==> src/rtl/pmem_pkg.sv <==
// Shared definitions for the program-memory router.
//   - owner / target encodings (S0 main program, S1 exception handler, UNM unmapped)
//   - default address-region codes for adr[31:28]
//   - slave word-address width
//   - decode_tgt(): region code -> target encoding
package pmem_pkg;

   localparam logic [1:0] OWN_S0  = 2'd0;
   localparam logic [1:0] OWN_S1  = 2'd1;
   localparam logic [1:0] OWN_UNM = 2'd2;

   localparam logic [3:0] S0_REGION_DEF = 4'hB;
   localparam logic [3:0] S1_REGION_DEF = 4'h8;

   localparam int SADR_W = 13;

   // Unmapped regions fall back to S0 unless the error response is built in.
   function automatic logic [1:0] decode_tgt(input logic [3:0] region,
                                             input logic [3:0] s0_region,
                                             input logic [3:0] s1_region,
                                             input logic       unm_en);
      logic [1:0] tgt;
      if (region == s0_region)      tgt = OWN_S0;
      else if (region == s1_region) tgt = OWN_S1;
      else if (unm_en)              tgt = OWN_UNM;
      else                          tgt = OWN_S0;
      return tgt;
   endfunction

endpackage

==> src/rtl/pmem_out_cnt.sv <==
// Saturating counter of accepted-but-unanswered requests.
// Ports:
//   clk_i, rst_i   clock, asynchronous active-low reset
//   inc_i          request accepted this cycle
//   dec_i          response delivered this cycle
//   clr_i          drop everything outstanding (cycle abort); wins over inc/dec
//   zero_o         nothing outstanding
//   full_o         MAX_OUT requests outstanding
module pmem_out_cnt #(
   parameter int CNT_W   = 3,
   parameter int MAX_OUT = 3
) (
   input  logic clk_i,
   input  logic rst_i,
   input  logic inc_i,
   input  logic dec_i,
   input  logic clr_i,
   output logic zero_o,
   output logic full_o
);

   logic [CNT_W-1:0] cnt_q, cnt_d;

   assign zero_o = (cnt_q == '0);
   assign full_o = (cnt_q == CNT_W'(MAX_OUT));

   // Simultaneous inc and dec cancel out.
   always_comb begin
      cnt_d = cnt_q;
      if (clr_i)
         cnt_d = '0;
      else if (inc_i && !dec_i && !full_o)
         cnt_d = cnt_q + CNT_W'(1);
      else if (dec_i && !inc_i && !zero_o)
         cnt_d = cnt_q - CNT_W'(1);
   end

   always_ff @(posedge clk_i or negedge rst_i) begin
      if (!rst_i) cnt_q <= '0;
      else        cnt_q <= cnt_d;
   end

endmodule

==> src/rtl/pmem_router.sv <==
// Pipelined Wishbone router: CPU program-memory master -> main program slave (s0)
// and exception-handler slave (s1). Zero-cycle combinational routing; responses
// return in issue order because all in-flight requests share one owner slave.
// Ports:
//   clk_i, rst_i               clock, asynchronous active-low reset
//   m_cyc_i/m_stb_i/m_adr_i    master request, m_adr_i holds byte address bits [31:2]
//   m_stall_o/m_ack_o/m_dat_o  master response
//   m_err_o                    error response (only with PMEM_ROUTER_ERR_EN)
//   sX_cyc_o/sX_stb_o/sX_adr_o slave request, sX_adr_o is byte address bits [14:2]
//   sX_stall_i/sX_ack_i/sX_dat_i slave response
// Build option PMEM_ROUTER_ERR_EN: unmapped addresses get a one-cycle error
// response instead of being routed to s0.
module pmem_router
   import pmem_pkg::*;
#(
   parameter logic [3:0] S0_REGION = S0_REGION_DEF,
   parameter logic [3:0] S1_REGION = S1_REGION_DEF,
   parameter int         MAX_OUT   = 3,
   parameter int         CNT_W     = 3
) (
   input  logic              clk_i,
   input  logic              rst_i,
   input  logic              m_cyc_i,
   input  logic              m_stb_i,
   input  logic [29:0]       m_adr_i,
   output logic              m_stall_o,
   output logic              m_ack_o,
   output logic [31:0]       m_dat_o,
`ifdef PMEM_ROUTER_ERR_EN
   output logic              m_err_o,
`endif
   output logic              s0_cyc_o,
   output logic              s0_stb_o,
   output logic [SADR_W-1:0] s0_adr_o,
   input  logic              s0_stall_i,
   input  logic              s0_ack_i,
   input  logic [31:0]       s0_dat_i,
   output logic              s1_cyc_o,
   output logic              s1_stb_o,
   output logic [SADR_W-1:0] s1_adr_o,
   input  logic              s1_stall_i,
   input  logic              s1_ack_i,
   input  logic [31:0]       s1_dat_i
);

`ifdef PMEM_ROUTER_ERR_EN
   localparam logic UNM_EN = 1'b1;
`else
   localparam logic UNM_EN = 1'b0;
`endif

   logic [1:0] tgt;
   logic [1:0] owner_q, owner_d;
   logic       req, allowed, accept;
   logic       ack, err_rsp, rsp;
   logic       cnt_zero, cnt_full;
   logic       unused_adr;

   assign tgt = decode_tgt(m_adr_i[29:26], S0_REGION, S1_REGION, UNM_EN);
   assign req = m_cyc_i & m_stb_i;

   // An unmapped request may only start from an empty pipeline; without the
   // error option tgt never decodes to UNM and that term is always true.
   assign allowed = (cnt_zero | (tgt == owner_q)) & !cnt_full &
                    ((tgt != OWN_UNM) | cnt_zero);

   assign s0_stb_o  = req & (tgt == OWN_S0) & allowed;
   assign s1_stb_o  = req & (tgt == OWN_S1) & allowed;
   assign m_stall_o = !allowed | ((tgt == OWN_S0) & s0_stall_i) |
                                 ((tgt == OWN_S1) & s1_stall_i);
   assign accept    = req & !m_stall_o;

   // Only the owner's ack counts, and only while something is outstanding.
   assign ack     = !cnt_zero & (((owner_q == OWN_S0) & s0_ack_i) |
                                 ((owner_q == OWN_S1) & s1_ack_i));
   // An accepted unmapped request answers itself one cycle later.
   assign err_rsp = !cnt_zero & (owner_q == OWN_UNM);
   assign rsp     = ack | err_rsp;

   assign m_ack_o = ack;
   assign m_dat_o = (owner_q == OWN_S1) ? s1_dat_i : s0_dat_i;
`ifdef PMEM_ROUTER_ERR_EN
   assign m_err_o = err_rsp;
`endif

   assign s0_cyc_o = m_cyc_i;
   assign s1_cyc_o = m_cyc_i;
   assign s0_adr_o = m_adr_i[SADR_W-1:0];
   assign s1_adr_o = m_adr_i[SADR_W-1:0];

   assign unused_adr = ^m_adr_i[25:SADR_W];

   assign owner_d = accept ? tgt : owner_q;

   always_ff @(posedge clk_i or negedge rst_i) begin
      if (!rst_i) owner_q <= OWN_S0;
      else        owner_q <= owner_d;
   end

   pmem_out_cnt #(
      .CNT_W   (CNT_W),
      .MAX_OUT (MAX_OUT)
   ) u_out_cnt (
      .clk_i  (clk_i),
      .rst_i  (rst_i),
      .inc_i  (accept),
      .dec_i  (rsp),
      .clr_i  (!m_cyc_i),
      .zero_o (cnt_zero),
      .full_o (cnt_full)
   );

endmodule

==> config.mk <==
export PLATFORM = sky130hd
export DESIGN_NAME = pmem_router
export DESIGN_NICKNAME = d
export VERILOG_FILES = /design/src/rtl/pmem_pkg.sv /design/src/rtl/pmem_out_cnt.sv /design/src/rtl/pmem_router.sv
export SDC_FILE = /design/constraint.sdc
export NUM_CORES = 1
export LEC_CHECK = 0
export CORE_ASPECT_RATIO = 1.2
export CORE_MARGIN = 2
export CORE_UTILIZATION = 23
export CTS_CLUSTER_SIZE = 25
export DETAILED_ROUTE_END_ITERATION = 8
export PLACE_DENSITY = 0.87
export RECOVER_POWER = 50
export SLEW_MARGIN = 15
export SYNTH_ARGS = -nofsm -noshare
export SYNTH_HDL_FRONTEND = slang
export SYNTH_SLANG_ARGS = --single-unit
==> constraint.sdc <==
create_clock -name clk_i -period 6.18 [get_ports clk_i]
set_input_delay 0.618 -clock clk_i [delete_from_list [all_inputs] [get_ports clk_i]]
set_output_delay 0.618 -clock clk_i [all_outputs]
set_load 0.02 [all_outputs]
# After elaboration in Yosys (flattened, before gate mapping)
# Cells that the tools add are included.
# word_totals
register_bits	5
inputBits	102
out_inout_bits	64
wordCells	52
# classes
add_sub_neg	2
n_eq_ne	9
muxes	6
n_bitwise	20
n_reduce_logical	13
# op_table
cell	n
$mux 32	1
$and 1x1->1	14
$mux 3	3
$eq 4x4->1 const B	2
$logic_not 1->1	6
$or 1x1->1	6
$eq 2x1->1 const B	2
$logic_and 1x1->1	4
$logic_not 2->1	2
$add 3x1->3 const B	1
$eq 3x2->1 const B	1
$logic_not 3->1	1
$ne 3x1->1 const B	1
$sub 3x1->3 const B	1
$eq 2x2->1	1
$eq 2x2->1 const B	1
$mux 2	1
$ne 2x2->1 const B	1
$mux 1	1

# Longest topological paths before layout
# depth
word_depth	18
depth_mapped	10
depth_no_buf	9

# Hierarchy
# A second synthesis with hierarchy kept.
# unflattened
cells_unflattened	109
hier_area_um2	985.9
# by_module_without_submodules
mod	instances	cells_per_inst	area_each_um2
pmem_router	1	83	753.2
pmem_out_cnt	1	26	232.7

# Worst setup path before layout
# Ideal clock, no wire load.
# synth_timing
kind	input port to flip-flop
startpoint	input m_adr_i[27]
endpoint	register u_out_cnt.cnt_q[2]
setup_ps	126
arrival_ps	2615
required_ps	6054
slack_ps	3439
cell_stages	9
path_cell_list	nor4b_4 -> mux2i_1 -> o32a_2 -> or2_4 -> nor2_1 -> fa_1 -> nor4_1 -> a31oi_2 -> mux2i_1
# synth_via
elab_chain_len	16
elab_cells_between_ends	27
# synth_lines
item	line_no	source
start, declared	pmem_router.sv:25	input logic [29:0] m_adr_i,
$eq 4x4->1	pmem_pkg.sv:24	else if (region == s1_region) tgt = OWN_S1;
$mux 1	pmem_pkg.sv:24	
$mux 2 (*)	pmem_pkg.sv:23	if (region == s0_region) tgt = OWN_S0;
$eq 2x2->1	pmem_router.sv:64	assign allowed = (cnt_zero | (tgt == owner_q)) & !cnt_full &
$or 1x1->1	pmem_router.sv:64	
$and 1x1->1 (2 in a row)	pmem_router.sv:64	
$logic_not 1->1	pmem_router.sv:69	assign m_stall_o = !allowed | ((tgt == OWN_S0) & s0_stall_i) |
$or 1x1->1	pmem_router.sv:69	
$or 1x1->1 (*)	pmem_router.sv:69	
$logic_not 1->1 (*)	pmem_router.sv:71	assign accept = req & !m_stall_o;
$and 1x1->1 (*)	pmem_router.sv:71	
$logic_not 1->1 / $logic_and 1x1->1 (equally long branches)	pmem_out_cnt.sv:34, pmem_out_cnt.sv:32	
$logic_and 1x1->1 (on tied branches)	pmem_out_cnt.sv:34, pmem_out_cnt.sv:32	
$logic_and 1x1->1 / $mux 3 (equally long branches)	pmem_out_cnt.sv:34, pmem_out_cnt.sv:32	
$ne 3x1->1 (no source line) / $mux 3 (equally long branches)	--	
end signal, assigned	pmem_out_cnt.sv:40	else cnt_q <= cnt_d;
end, declared	pmem_out_cnt.sv:22	logic [CNT_W-1:0] cnt_q, cnt_d;
# Mark *: on every way between the ends. The rest lies on a longest branch, timed or not.
# A chain may end at the register's enable or synchronous reset.

# Final worst setup path
# layout_timing
startpoint	input m_adr_i[27]
endpoint	output s0_stb_o
# layout_via
elab_chain_len	8
elab_cells_between_ends	13
# layout_lines
item	line_no	source
$eq 4x4->1	pmem_pkg.sv:24	
$mux 1	pmem_pkg.sv:24	
$mux 2 (*)	pmem_pkg.sv:23	
$eq 2x2->1	pmem_router.sv:64	
$or 1x1->1	pmem_router.sv:64	
$and 1x1->1 (2 in a row)	pmem_router.sv:64	
$and 1x1->1 (*)	pmem_router.sv:67	assign s0_stb_o = req & (tgt == OWN_S0) & allowed;
end, declared	pmem_router.sv:33	output logic s0_stb_o,
# Marked as above.

==> metrics.txt <==
cell count after placement 244; Syn Inst Count 108; Peak Freq 0.246 GHz; crit path launch type primary input; DIE AREA 4750 µm²; status finished, violations left; maximum fanout along the worst path 6; routability cong. 0.809; CP Data Required Time 5560 ps; VDD IR max 0.120 mV; CTS Buf Count 3; postcts setup bufs 0; Area growth syn-to-layout 103%; initial antenna violation count 0; CP max stage delay 1010 ps; Diodes inserted 0; Hold Vio Cnt, Final 0; Final ANT Viol Nets 0; # hold bufs at CTS 0; Post-Syn Area per Cell 8.98 µm²; H-tree depth 1; Fillers 404; GRT Resource Usage Total 13.7%; PortBufs 113; Critical Path End Type output port; TNS Setup 0 ps; hpwl dp 2990 µm; DRC errors left 0; most frequent cells in the layout 108 x clkdlybuf4s50_1, 32 x mux2_2, 7 x nand2_1; Die Wd 63.3 µm; synthesized area 970 µm²; violated checks capacitance limit, slew limit; Core Util, Final 49.3%; total power 0.000413 W; post-cts sizing count 0; Post-Route WL 3480 µm; synth unique cells 23; top cells by area, synth mux2_2 37%, buf_4 22%, dfrtp_1 10%; vias post-DR 1,102; Pwr per Cell Area 210 nW/µm²; Clk Latency, worst-skew pair 210 ps; GRT overflow 0; period utilization 65.7%; leading cell type in the layout, fill and taps excluded clkdlybuf4s50_1; WS Path Type primary input to output port; largest net degree at the start of global routing 39; Lkg Pwr 0.748 nW; Vias/cell 4.46; IO Count 166; RSZ-0062 raised after global routing no; Rows 25; ys async rst share 100%; core area 4000 µm²; crit-path cells clkdlybuf4s50_1 -> nor4b_1 -> xor2_1 -> o32a_2 -> nor2_1 -> clkdlybuf4s50_1; drt pass-1 iters 2; YS warnings 0; min cycle time layout 4060 ps; slew margin rel. -32.4%; initial DRC count 16; sequential-to-total area share from yosys stat 10.3%; Yosys top cell area share 37.2%; final clock skew 1.66 ps; global-route wire length before repair 5160 µm; Clock transition at path regs 30 ps; # Max-Cap Violations 1; CTS Sinks 4; CTS tree built; final setup violation count 0; Post-synth EDFFs 0; Synth Net Count 211; CTS max path bufs 2; Slowest-stage cell, CP nor4b_1; Post-Layout Cell Count 247; Max Transition Viols Final 39; most frequent CP cell clkdlybuf4s50_1; Initial Utilization 24.2%; Arr. time, crit path 3440 ps; die height 75.1 µm; top_reg_cell synth dfrtp_1; final net count 298; worst slew pin tran 1990 ps; vias in the first global route 1,110; Root Driver clkbuf_8; synthesis-stage register bit count 4; drt wl/cell 14.1 µm; layout cells sized above 1 20.2%; Worst Hold Class register to register; Yosys top cell by area mux2_2
area by class of cell:
class / count / area, µm² / area share (%)
repair buffers: 114 / 1130 / 57.6
clock buffers: 3 / 41.3 / 2.09
well taps: 54 / 67.6 / 3.43
multi-input cells: 68 / 613 / 31.1
flip-flops and latches: 4 / 100 / 5.08
inverters: 4 / 15.0 / 0.761
synthesized netlist by cell type, drive strengths merged, types with 2 or more instances:
| master | number |
|---|---|
| o21ai | 3 |
| mux2 | 32 |
| dfrtp | 4 |
| nand2 | 7 |
| buf | 32 |
| nand2b | 2 |
| mux2i | 6 |
| inv | 4 |
| nor2 | 6 |
path summary, 6_finish.rpt:
path	startpoint	endpoint	slack, ps	cells after the start
max in group asynchronous	rst_i	u_out_cnt.cnt_q[1]	5310	1
min in group asynchronous	rst_i	owner_q[0]	690	1
worst max register to register	owner_q[0]	u_out_cnt.cnt_q[2]	2300	10
worst min-delay path	u_out_cnt.cnt_q[1]	u_out_cnt.cnt_q[1]	580	2
worst max-delay path	m_adr_i[27]	s0_stb_o	2120	6
worst min register to register	u_out_cnt.cnt_q[1]	u_out_cnt.cnt_q[1]	580	2
worst max-delay path: cells and delay by family:
kind | cells | cell delay (ps)
and+or+nand+nor | 2 | 1120
buffers and inverters | 2 | 1010
xor gates and xnor gates | 1 | 180
AOI/OAI and AO/OA | 1 | 510
power breakdown:
part,leakage (nW),switching (W),internal (W)
sequential,0.0536,0.0000118,0.0000362
combinational,0.673,0.000135,0.000175
clock,0.0216,0.0000135,0.0000415
total,0.748,0.000160,0.000253
cell families after synthesis:
| family | synth area share [%] |
|---|---|
| compound gates | 5.42 |
| xor+xnor | 2.58 |
| fa+ha+maj | 2.06 |
| buf+inv | 24.9 |
| flops | 10.3 |
| mux | 43.4 |
| simple gates | 11.4 |
per-layer routing:
| metal | track usage [%] | wire length (µm) |
|---|---|---|
| met2 | 25.8 | 1770 |
| met1 | 14.7 | 1210 |
| met3 | 4.19 | 423 |
| met4 | 4.83 | 74 |
| met5 | 0 | 0 |
state kept, by name (all words and copies together), names as in the netlist:
register,cells
owner_q,1
u_out_cnt.cnt_q,3
metrics by stage:
stage          instance area, µm²  setup slack [ps]  hold slack [ps]
4_1_cts                      1990              2670              579
3_5_place_dp                 1950              2680              574
3_3_place_gp                 1950              2690              574
6_report                     1970              2120              580
5_1_grt                      1970              1780              612
2_1_floorplan                 970              3440              322
No activity file was read; power rests on OpenSTA's default activity.
